File: src/rtl/fltadd_pkg.sv
// Shared definitions for the half-precision add sequencer.
//   state_e       : sequencer states
//   A_HI..B_LO    : byte offsets of the operand bytes inside one source record
//   STRIDE_SRC/DST: bytes per operand pair / per result
//   TIMEOUT_DEF   : default number of WAIT cycles tolerated before aborting
package fltadd_pkg;

    typedef enum logic [3:0] {
        S_IDLE,
        S_RD_AH,
        S_RD_AL,
        S_RD_BH,
        S_RD_BL,
        S_ISSUE,
        S_WAIT,
        S_WR_H,
        S_WR_L,
        S_DONE,
        S_ERR
    } state_e;

    localparam logic [7:0] A_HI       = 8'd0;
    localparam logic [7:0] A_LO       = 8'd1;
    localparam logic [7:0] B_HI       = 8'd2;
    localparam logic [7:0] B_LO       = 8'd3;
    localparam logic [7:0] STRIDE_SRC = 8'd4;
    localparam logic [7:0] STRIDE_DST = 8'd2;

    localparam int TIMEOUT_DEF = 64;

    // States in which a new job may be accepted and busy is low.
    function automatic logic is_rest_state(state_e s);
        return (s == S_IDLE) || (s == S_DONE) || (s == S_ERR);
    endfunction

endpackage

File: src/rtl/fltadd_addr_gen.sv
// Memory address generator for the add sequencer.
//   state_i : current sequencer state
//   src_i   : latched operand base address
//   dst_i   : latched result base address
//   idx_i   : index of the pair being processed
//   addr_o  : byte address for the data memory, 0 when no access is made
// All arithmetic is 8-bit, so addresses wrap modulo 256.
module fltadd_addr_gen
    import fltadd_pkg::*;
#(
    parameter int CNT_W = 6
) (
    input  state_e           state_i,
    input  logic [7:0]       src_i,
    input  logic [7:0]       dst_i,
    input  logic [CNT_W-1:0] idx_i,
    output logic [7:0]       addr_o
);

    logic [7:0] idx_b;
    logic [7:0] src_pair;
    logic [7:0] dst_pair;

    assign idx_b    = 8'(idx_i);
    assign src_pair = src_i + idx_b * STRIDE_SRC;
    assign dst_pair = dst_i + idx_b * STRIDE_DST;

    always_comb begin
        addr_o = 8'd0;
        case (state_i)
            S_RD_AH: addr_o = src_pair + A_HI;
            S_RD_AL: addr_o = src_pair + A_LO;
            S_RD_BH: addr_o = src_pair + B_HI;
            S_RD_BL: addr_o = src_pair + B_LO;
            S_WR_H:  addr_o = dst_pair;
            S_WR_L:  addr_o = dst_pair + 8'd1;
            default: addr_o = 8'd0;
        endcase
    end

endmodule

File: src/rtl/fltadd_ctrl.sv
// Batch sequencer for half-precision additions through a shared adder.
// Fetches operand pairs byte by byte from data memory (high byte first),
// issues each pair to the adder with a go/ack handshake, writes the 16-bit
// sum back and raises done. An adder that does not answer within TIMEOUT
// WAIT cycles aborts the job into ERR.
// Ports:
//   clk, reset                  : clock, synchronous active-high reset
//   start, src_addr, dst_addr,
//   count                       : job request and its parameters
//   DataAddress, ReadMem,
//   WriteMem, DataIn, DataOut   : single data memory port (combinational read)
//   add_go, add_a, add_b,
//   add_ack, add_sum            : adder handshake
//   busy, done, error,
//   pairs_done                  : job status
module fltadd_ctrl
    import fltadd_pkg::*;
#(
    parameter int TIMEOUT = TIMEOUT_DEF,
    parameter int CNT_W   = 6
) (
    input  logic             clk,
    input  logic             reset,
    input  logic             start,
    input  logic [7:0]       src_addr,
    input  logic [7:0]       dst_addr,
    input  logic [CNT_W-1:0] count,
    output logic [7:0]       DataAddress,
    output logic             ReadMem,
    output logic             WriteMem,
    output logic [7:0]       DataIn,
    input  logic [7:0]       DataOut,
    output logic             add_go,
    output logic [15:0]      add_a,
    output logic [15:0]      add_b,
    input  logic             add_ack,
    input  logic [15:0]      add_sum,
    output logic             busy,
    output logic             done,
    output logic             error,
    output logic [CNT_W-1:0] pairs_done
);

    localparam int              TMO_W    = $clog2(TIMEOUT + 1);
    localparam logic [TMO_W-1:0] TMO_LAST = TMO_W'(TIMEOUT - 1);

    state_e           state_q, state_d;
    logic [7:0]       src_q, src_d;
    logic [7:0]       dst_q, dst_d;
    logic [CNT_W-1:0] count_q, count_d;
    logic [CNT_W-1:0] pairs_q, pairs_d;
    logic [15:0]      a_q, a_d;
    logic [15:0]      b_q, b_d;
    logic [15:0]      sum_q, sum_d;
    logic [TMO_W-1:0] tmo_q, tmo_d;
    logic [CNT_W-1:0] pairs_inc;

    assign pairs_inc = pairs_q + 1'b1;

    always_ff @(posedge clk) begin
        if (reset) begin
            state_q <= S_IDLE;
            src_q   <= '0;
            dst_q   <= '0;
            count_q <= '0;
            pairs_q <= '0;
            a_q     <= '0;
            b_q     <= '0;
            sum_q   <= '0;
            tmo_q   <= '0;
        end else begin
            state_q <= state_d;
            src_q   <= src_d;
            dst_q   <= dst_d;
            count_q <= count_d;
            pairs_q <= pairs_d;
            a_q     <= a_d;
            b_q     <= b_d;
            sum_q   <= sum_d;
            tmo_q   <= tmo_d;
        end
    end

    always_comb begin
        state_d  = state_q;
        src_d    = src_q;
        dst_d    = dst_q;
        count_d  = count_q;
        pairs_d  = pairs_q;
        a_d      = a_q;
        b_d      = b_q;
        sum_d    = sum_q;
        tmo_d    = tmo_q;
        ReadMem  = 1'b0;
        WriteMem = 1'b0;
        DataIn   = 8'd0;
        add_go   = 1'b0;

        case (state_q)
            S_IDLE, S_DONE, S_ERR: begin
                if (start) begin
                    src_d   = src_addr;
                    dst_d   = dst_addr;
                    count_d = count;
                    pairs_d = '0;
                    state_d = (count == '0) ? S_DONE : S_RD_AH;
                end
            end
            S_RD_AH: begin
                ReadMem    = 1'b1;
                a_d[15:8]  = DataOut;
                state_d    = S_RD_AL;
            end
            S_RD_AL: begin
                ReadMem    = 1'b1;
                a_d[7:0]   = DataOut;
                state_d    = S_RD_BH;
            end
            S_RD_BH: begin
                ReadMem    = 1'b1;
                b_d[15:8]  = DataOut;
                state_d    = S_RD_BL;
            end
            S_RD_BL: begin
                ReadMem    = 1'b1;
                b_d[7:0]   = DataOut;
                state_d    = S_ISSUE;
            end
            S_ISSUE: begin
                // An ack coincident with go is deliberately not looked at.
                add_go  = 1'b1;
                tmo_d   = '0;
                state_d = S_WAIT;
            end
            S_WAIT: begin
                // tmo_q counts WAIT cycles already spent without an ack.
                if (add_ack) begin
                    sum_d   = add_sum;
                    state_d = S_WR_H;
                end else if (tmo_q == TMO_LAST) begin
                    state_d = S_ERR;
                end else begin
                    tmo_d = tmo_q + 1'b1;
                end
            end
            S_WR_H: begin
                WriteMem = 1'b1;
                DataIn   = sum_q[15:8];
                state_d  = S_WR_L;
            end
            S_WR_L: begin
                WriteMem = 1'b1;
                DataIn   = sum_q[7:0];
                pairs_d  = pairs_inc;
                state_d  = (pairs_inc == count_q) ? S_DONE : S_RD_AH;
            end
            default: state_d = S_IDLE;
        endcase
    end

    fltadd_addr_gen #(
        .CNT_W (CNT_W)
    ) u_addr_gen (
        .state_i (state_q),
        .src_i   (src_q),
        .dst_i   (dst_q),
        .idx_i   (pairs_q),
        .addr_o  (DataAddress)
    );

    assign add_a      = a_q;
    assign add_b      = b_q;
    assign pairs_done = pairs_q;
    assign busy       = !is_rest_state(state_q);
    assign done       = (state_q == S_DONE) || (state_q == S_ERR);
    assign error      = (state_q == S_ERR);

endmodule

File: config.mk
export PLATFORM = sky130hd
export DESIGN_NAME = fltadd_ctrl
export DESIGN_NICKNAME = d
export VERILOG_FILES = /design/src/rtl/fltadd_pkg.sv /design/src/rtl/fltadd_addr_gen.sv /design/src/rtl/fltadd_ctrl.sv
export SDC_FILE = /design/constraint.sdc
export NUM_CORES = 1
export LEC_CHECK = 0
export BUFFER_PORTS_ARGS = -buffer_cell sky130_fd_sc_hd__buf_2
export CORE_ASPECT_RATIO = 1.2
export CORE_MARGIN = 5
export CORE_UTILIZATION = 54
export DETAILED_ROUTE_END_ITERATION = 10
export HOLD_SLACK_MARGIN = 0.02
export PLACE_DENSITY = 0.8
export SLEW_MARGIN = 20
export SYNTH_ARGS = -nofsm -noshare
export SYNTH_HDL_FRONTEND = slang
export SYNTH_SLANG_ARGS = --single-unit
File: constraint.sdc
create_clock -name clk -period 3.7 [get_ports clk]
set_clock_uncertainty 0.15 [all_clocks]
set_input_delay 0.185 -clock clk [delete_from_list [all_inputs] [get_ports clk]]
set_output_delay 0.185 -clock clk [all_outputs]
set_load 0.05 [all_outputs]
# Word level (Yosys, flattened, before mapping)
# Cells that the tools add are included.
# word_totals
ff_bits	87
inputBits	50
out_inout_bits	60
# classes
n_addsub	8
n_eq_ne	16
n_mux	16
n_reduce_logical	16
# ops
op	n
$pmux W8 S6	1
$pmux W4 S9	1
$mux W4	5
$add A8 B1 Y8 const B	2
$add A8 B2 Y8 const B	2
$eq A4 B3 Y1 const B	4
$pmux W8 S2	1
$mux W7	2
$pmux W7 S2	1
$eq A4 B4 Y1 const B	3
$pmux W6 S2	1
$add A8 B7 Y8	1
$add A8 B8 Y8	1
$eq A4 B2 Y1 const B	2
$reduce_and A2 Y1	4
$add A7 B1 Y7 const B	1
$eq A7 B6 Y1 const B	1
$add A6 B1 Y6 const B	1
$eq A6 B6 Y1	1
$logic_not A6 Y1	1
$mux W6	1
$ne A2 B2 Y1 const B	3
$eq A4 B1 Y1 const B	1
$logic_not A4 Y1	1
9 further kinds	14

# Logic depth before layout (Yosys ltp)
# depth
word_depth	4
depth_mapped	11
mapped_depth_nobuf	10

# Modules after synthesis
# From an unflattened synthesis, not the netlist that was laid out.
# hier_totals
hier_cells	638
hier_area_um2	4810.9
# modules_own_cells
module	instances	cells_per_inst	area_each_um2	seq_area_each_um2
fltadd_ctrl	1	466	3616.0	1741.7
fltadd_addr_gen	1	172	1194.9	0.0

# Worst setup path before layout
# No wires, ideal clock.
# synth_path
path_type	register -> output
startpoint	reg pairs_q[0], in the netlist pairs_done[0]
endpoint	out DataAddress[3]
arrival_time_ns	3.228
required_time_ns	3.365
slack_ns	0.137
stages_incl_launch_ff	8
n_path_buf	0
path_cell_list	dfxtp_1 ha_1 inv_1 fa_1 nor2_4 a32o_2 xor2_1 o21ai_0
# synth_via
elab_chain_cells	3
word_cells_on_any_way	7
# synth_rtl
element	line_no	rtl
from (decl)	fltadd_ctrl.sv:51	logic [CNT_W-1:0] pairs_q, pairs_d;
from (signal assigned)	fltadd_ctrl.sv:76	pairs_q <= pairs_d;
$add A8 B7 Y8 or $add A8 B8 Y8 (tied branches)	fltadd_addr_gen.sv:26, fltadd_addr_gen.sv:25	
$add A8 B1 Y8 (tied with other cells)	fltadd_addr_gen.sv:36	S_WR_L: addr_o = dst_pair + 8'd1;
$pmux W8 S6 *	fltadd_addr_gen.sv:30	case (state_i)
to (decl)	fltadd_ctrl.sv:28	output logic [7:0] DataAddress,
# Mark *: on every way between the ends. The rest lies on a longest branch, timed or not.

# Worst setup path after layout
# layout_path
startpoint	reg pairs_q[0], in the netlist pairs_done[0]
endpoint	out DataAddress[6]
# The elaborated chain is that of the path after synthesis.

==> run metrics <==
initial antenna violation count=0; worst vdd ir=829 uV; First DRT Iteration DRCs=316; Synth Warn #=0; H-tree depth=3; Final HPWL DP=9480 um; crit path to=DataAddress[6]; post-synth cell types=65; unrepaired setup endpoints after global routing=false; IO Port Bufs=109; Initial Util=55.1%; CTS Buffer Depth=2; FILL cells=683; setup_tns=0 ns; Post-DRT Antenna Nets=0; Clock Root Buffer=clkbuf_8; WL met1=5420 um; CTS tree=yes; # rows=37; Die ar.=10700 um^2; worst-skew pair later-pin latency=0.38 ns; routed len/inst=16.2 um; total power=0.00340 W; r2r setup slk=1.28 ns; Leakage=2.62 nW; outcome=finished clean; final setup violation count=0; Mapped Area=4720 um^2; WS Path Type=register to output pin; worst slew pin tran=0.641 ns; CP startpoint kind=register; Die Span X=95.3 um; Max Cap Viol=0; Mapped Nets=665; Yosys reg bits=87; die span in y=112 um; clock-pin slew on the worst setup and hold paths=0.09 ns; Async S/R FF share, synth=0%; Vias/cell=5.60; ant diodes=0; worst reg2reg path depth=7; critical path endpoint category=output pin; layout cells sized above 1=21.3%; Post-Synthesis Cells=596; met3 wire length=956 um; period utilisation layout=95.0%; ranking of synthesized cells by area=dfxtp_1 (37%), nand2_1 (9.8%), a21oi_1 (7.9%); Max Slew Vio Count=0; DRC Markers=0; register area share after synthesis=36.9%; first-pass GRT wire length=23100 um; Avg Cell Area, Syn=7.91 um^2; endpoints failing hold=0; FF/Latch Area=1740 um^2; Core Box Area=8560 um^2; Yosys top cell area share=36.9%; Clock Sinks=87; largest net degree at the start of global routing=50; Worst EP arrival=3.18 ns; post-route minimum period=3.51 ns; Synth area leader=dfxtp_1; area delta synth->final=28.7%; Post-CTS Setup Inserts=0; pwr dens=561 nW/um^2; slew margin rel.=57.2%; Top Metal Used=met4; Total Nets Final=809; worst r2r dst=pairs_done[2]$_SDFFE_PP0P_; vias in the first global route=4948; global route overflow=0; Synth Flop Type=dfxtp_1; DRT Pass-1 Iters=5; worst r2r src=state_q[0]$_SDFFE_PP0P_; gpl congestion=0.901; WL met2=7060 um; GRT Resource Usage Total=27.2%; I/O Pins=110; Hold Slack=0.117 ns; CP required=3.37 ns; fmax=285 MHz; CP Max Fanout=8; Crit. Startpoint=pairs_done[0]$_SDFFE_PP0P_; Vias=4830; Routed WL=13900 um; HP Class=input pin to register; Post-synth EDFFs=0; Num CTS Buffers=9; area of the multi-input gates=2790 um^2
worst min-delay path by stage:
stage / cells after the start / end / startpoint
after floorplan: 2 / sum_q[0]$_SDFFE_PP0P_ / add_sum[0]
after global placement: 3 / dst_q[6]$_SDFFE_PP0P_ / dst_addr[6]
after detailed placement: 2 / tmo_q[6]$_SDFFE_PP0P_ / tmo_q[6]$_SDFFE_PP0P_
after CTS: 4 / state_q[1]$_SDFFE_PP0P_ / start
after global routing: 3 / state_q[0]$_SDFFE_PP0P_ / start
final: 4 / state_q[3]$_SDFFE_PP0P_ / start
per-layer routing:
| layer | up-vias | GRT usage [%] |
|---|---|---|
| li1 | 2357 | - |
| met1 | 2230 | 31.6 |
| met2 | 200 | 46.9 |
| met3 | 43 | 4.49 |
| met4 | 0 | 14.4 |
| met5 | - | 0 |
cells in the final DEF (no fill, tap or decap), types with 3 or more instances in the layout:
master and count:
buf_4 15, or2_2 3, a21o_1 5, o22ai_1 3, nor2b_1 3, xor2_1 18
dfxtp_1 85, o211ai_1 5, buf_2 109, a221o_1 3, ha_1 17, nand3_1 10
mux2i_1 24, nand2b_1 5, a21oi_1 74, nor3_1 11, inv_1 9, xnor2_1 13
and3_1 5, dlygate4sd3_1 46, nor2_1 62, a22o_1 8, clkbuf_8 9, o21ai_0 18
a221oi_1 3, or3_1 3, nand2_1 123, o221ai_1 3
Yosys cell counts, types with 5 or more instances:
cell type / number
and3_1: 5
a21oi_1: 74
a21o_1: 5
o21ai_0: 18
nand3_1: 10
inv_1: 9
o211ai_1: 5
mux2i_1: 24
nor2_1: 62
xor2_1: 18
ha_1: 17
nor3_1: 11
nand2_1: 123
buf_2: 8
clkbuf_1: 25
nand2b_1: 5
a22o_1: 8
dfxtp_1: 87
xnor2_1: 14
critical path, stage by stage (launching register included):
cell and delay [ns]:
dfxtp_2 0.42, ha_1 0.22, inv_1 0.08, fa_1 0.42
nor2b_1 0.20, o22ai_1 0.14, xnor2_2 0.25, a32oi_2 0.17
nor2_1 0.23, xor2_1 0.10, a221o_1 0.35, buf_2 0.21
area by class of cell:
class,count,share of cell area [%]
Multi-Input combinational cell,463,46.1
Sequential cell,87,28.7
Timing Repair Buffer,170,18.4
Tap cell,117,2.41
Clock buffer,9,2.04
Clock inverter,7,1.75
Inverter,9,0.557
power breakdown:
group / total, W / switching [W] / internal [W]
Combinational: 0.00146 / 0.000985 / 0.000478
Sequential: 0.00117 / 0.000124 / 0.00105
Clock: 0.000764 / 0.000376 / 0.000388
state kept, by name, summed over array words and instances (netlist names):
| name | count |
|---|---|
| add_b | 16 |
| sum_q | 16 |
| count_q | 6 |
| dst_q | 8 |
| state_q | 4 |
| src_q | 8 |
| tmo_q | 7 |
| add_a | 16 |
| pairs_done | 6 |
cell families after synthesis:
logic type | count (synthesis) | synth area share (%)
compound gates | 145 | 19.3
xor+xnor | 32 | 5.94
simple gates | 243 | 23.1
flops | 87 | 36.9
fa+ha+maj | 19 | 5.36
buf+inv | 46 | 4.27
mux | 24 | 5.09
per-stage QoR:
step                      std cells  utilization, %  instance area [um^2]  worst slack [ns]
after floorplan                 596               -                  4720             0.137
after global placement          800            62.6                  5360             0.614
after detailed placement        800            62.6                  5360             0.518
after CTS                       862            70.6                  6050            0.0349
after global routing            862            70.8                  6070            0.0280
final                           862            70.8                  6070             0.186
what timing repair did:
item,CTS,global route
endpoints found under the setup margin,0,2
hold buffers,46,0
hold endpoints to repair,70,0
gates resized for setup,0,4
(Power assumes the default switching activity.)
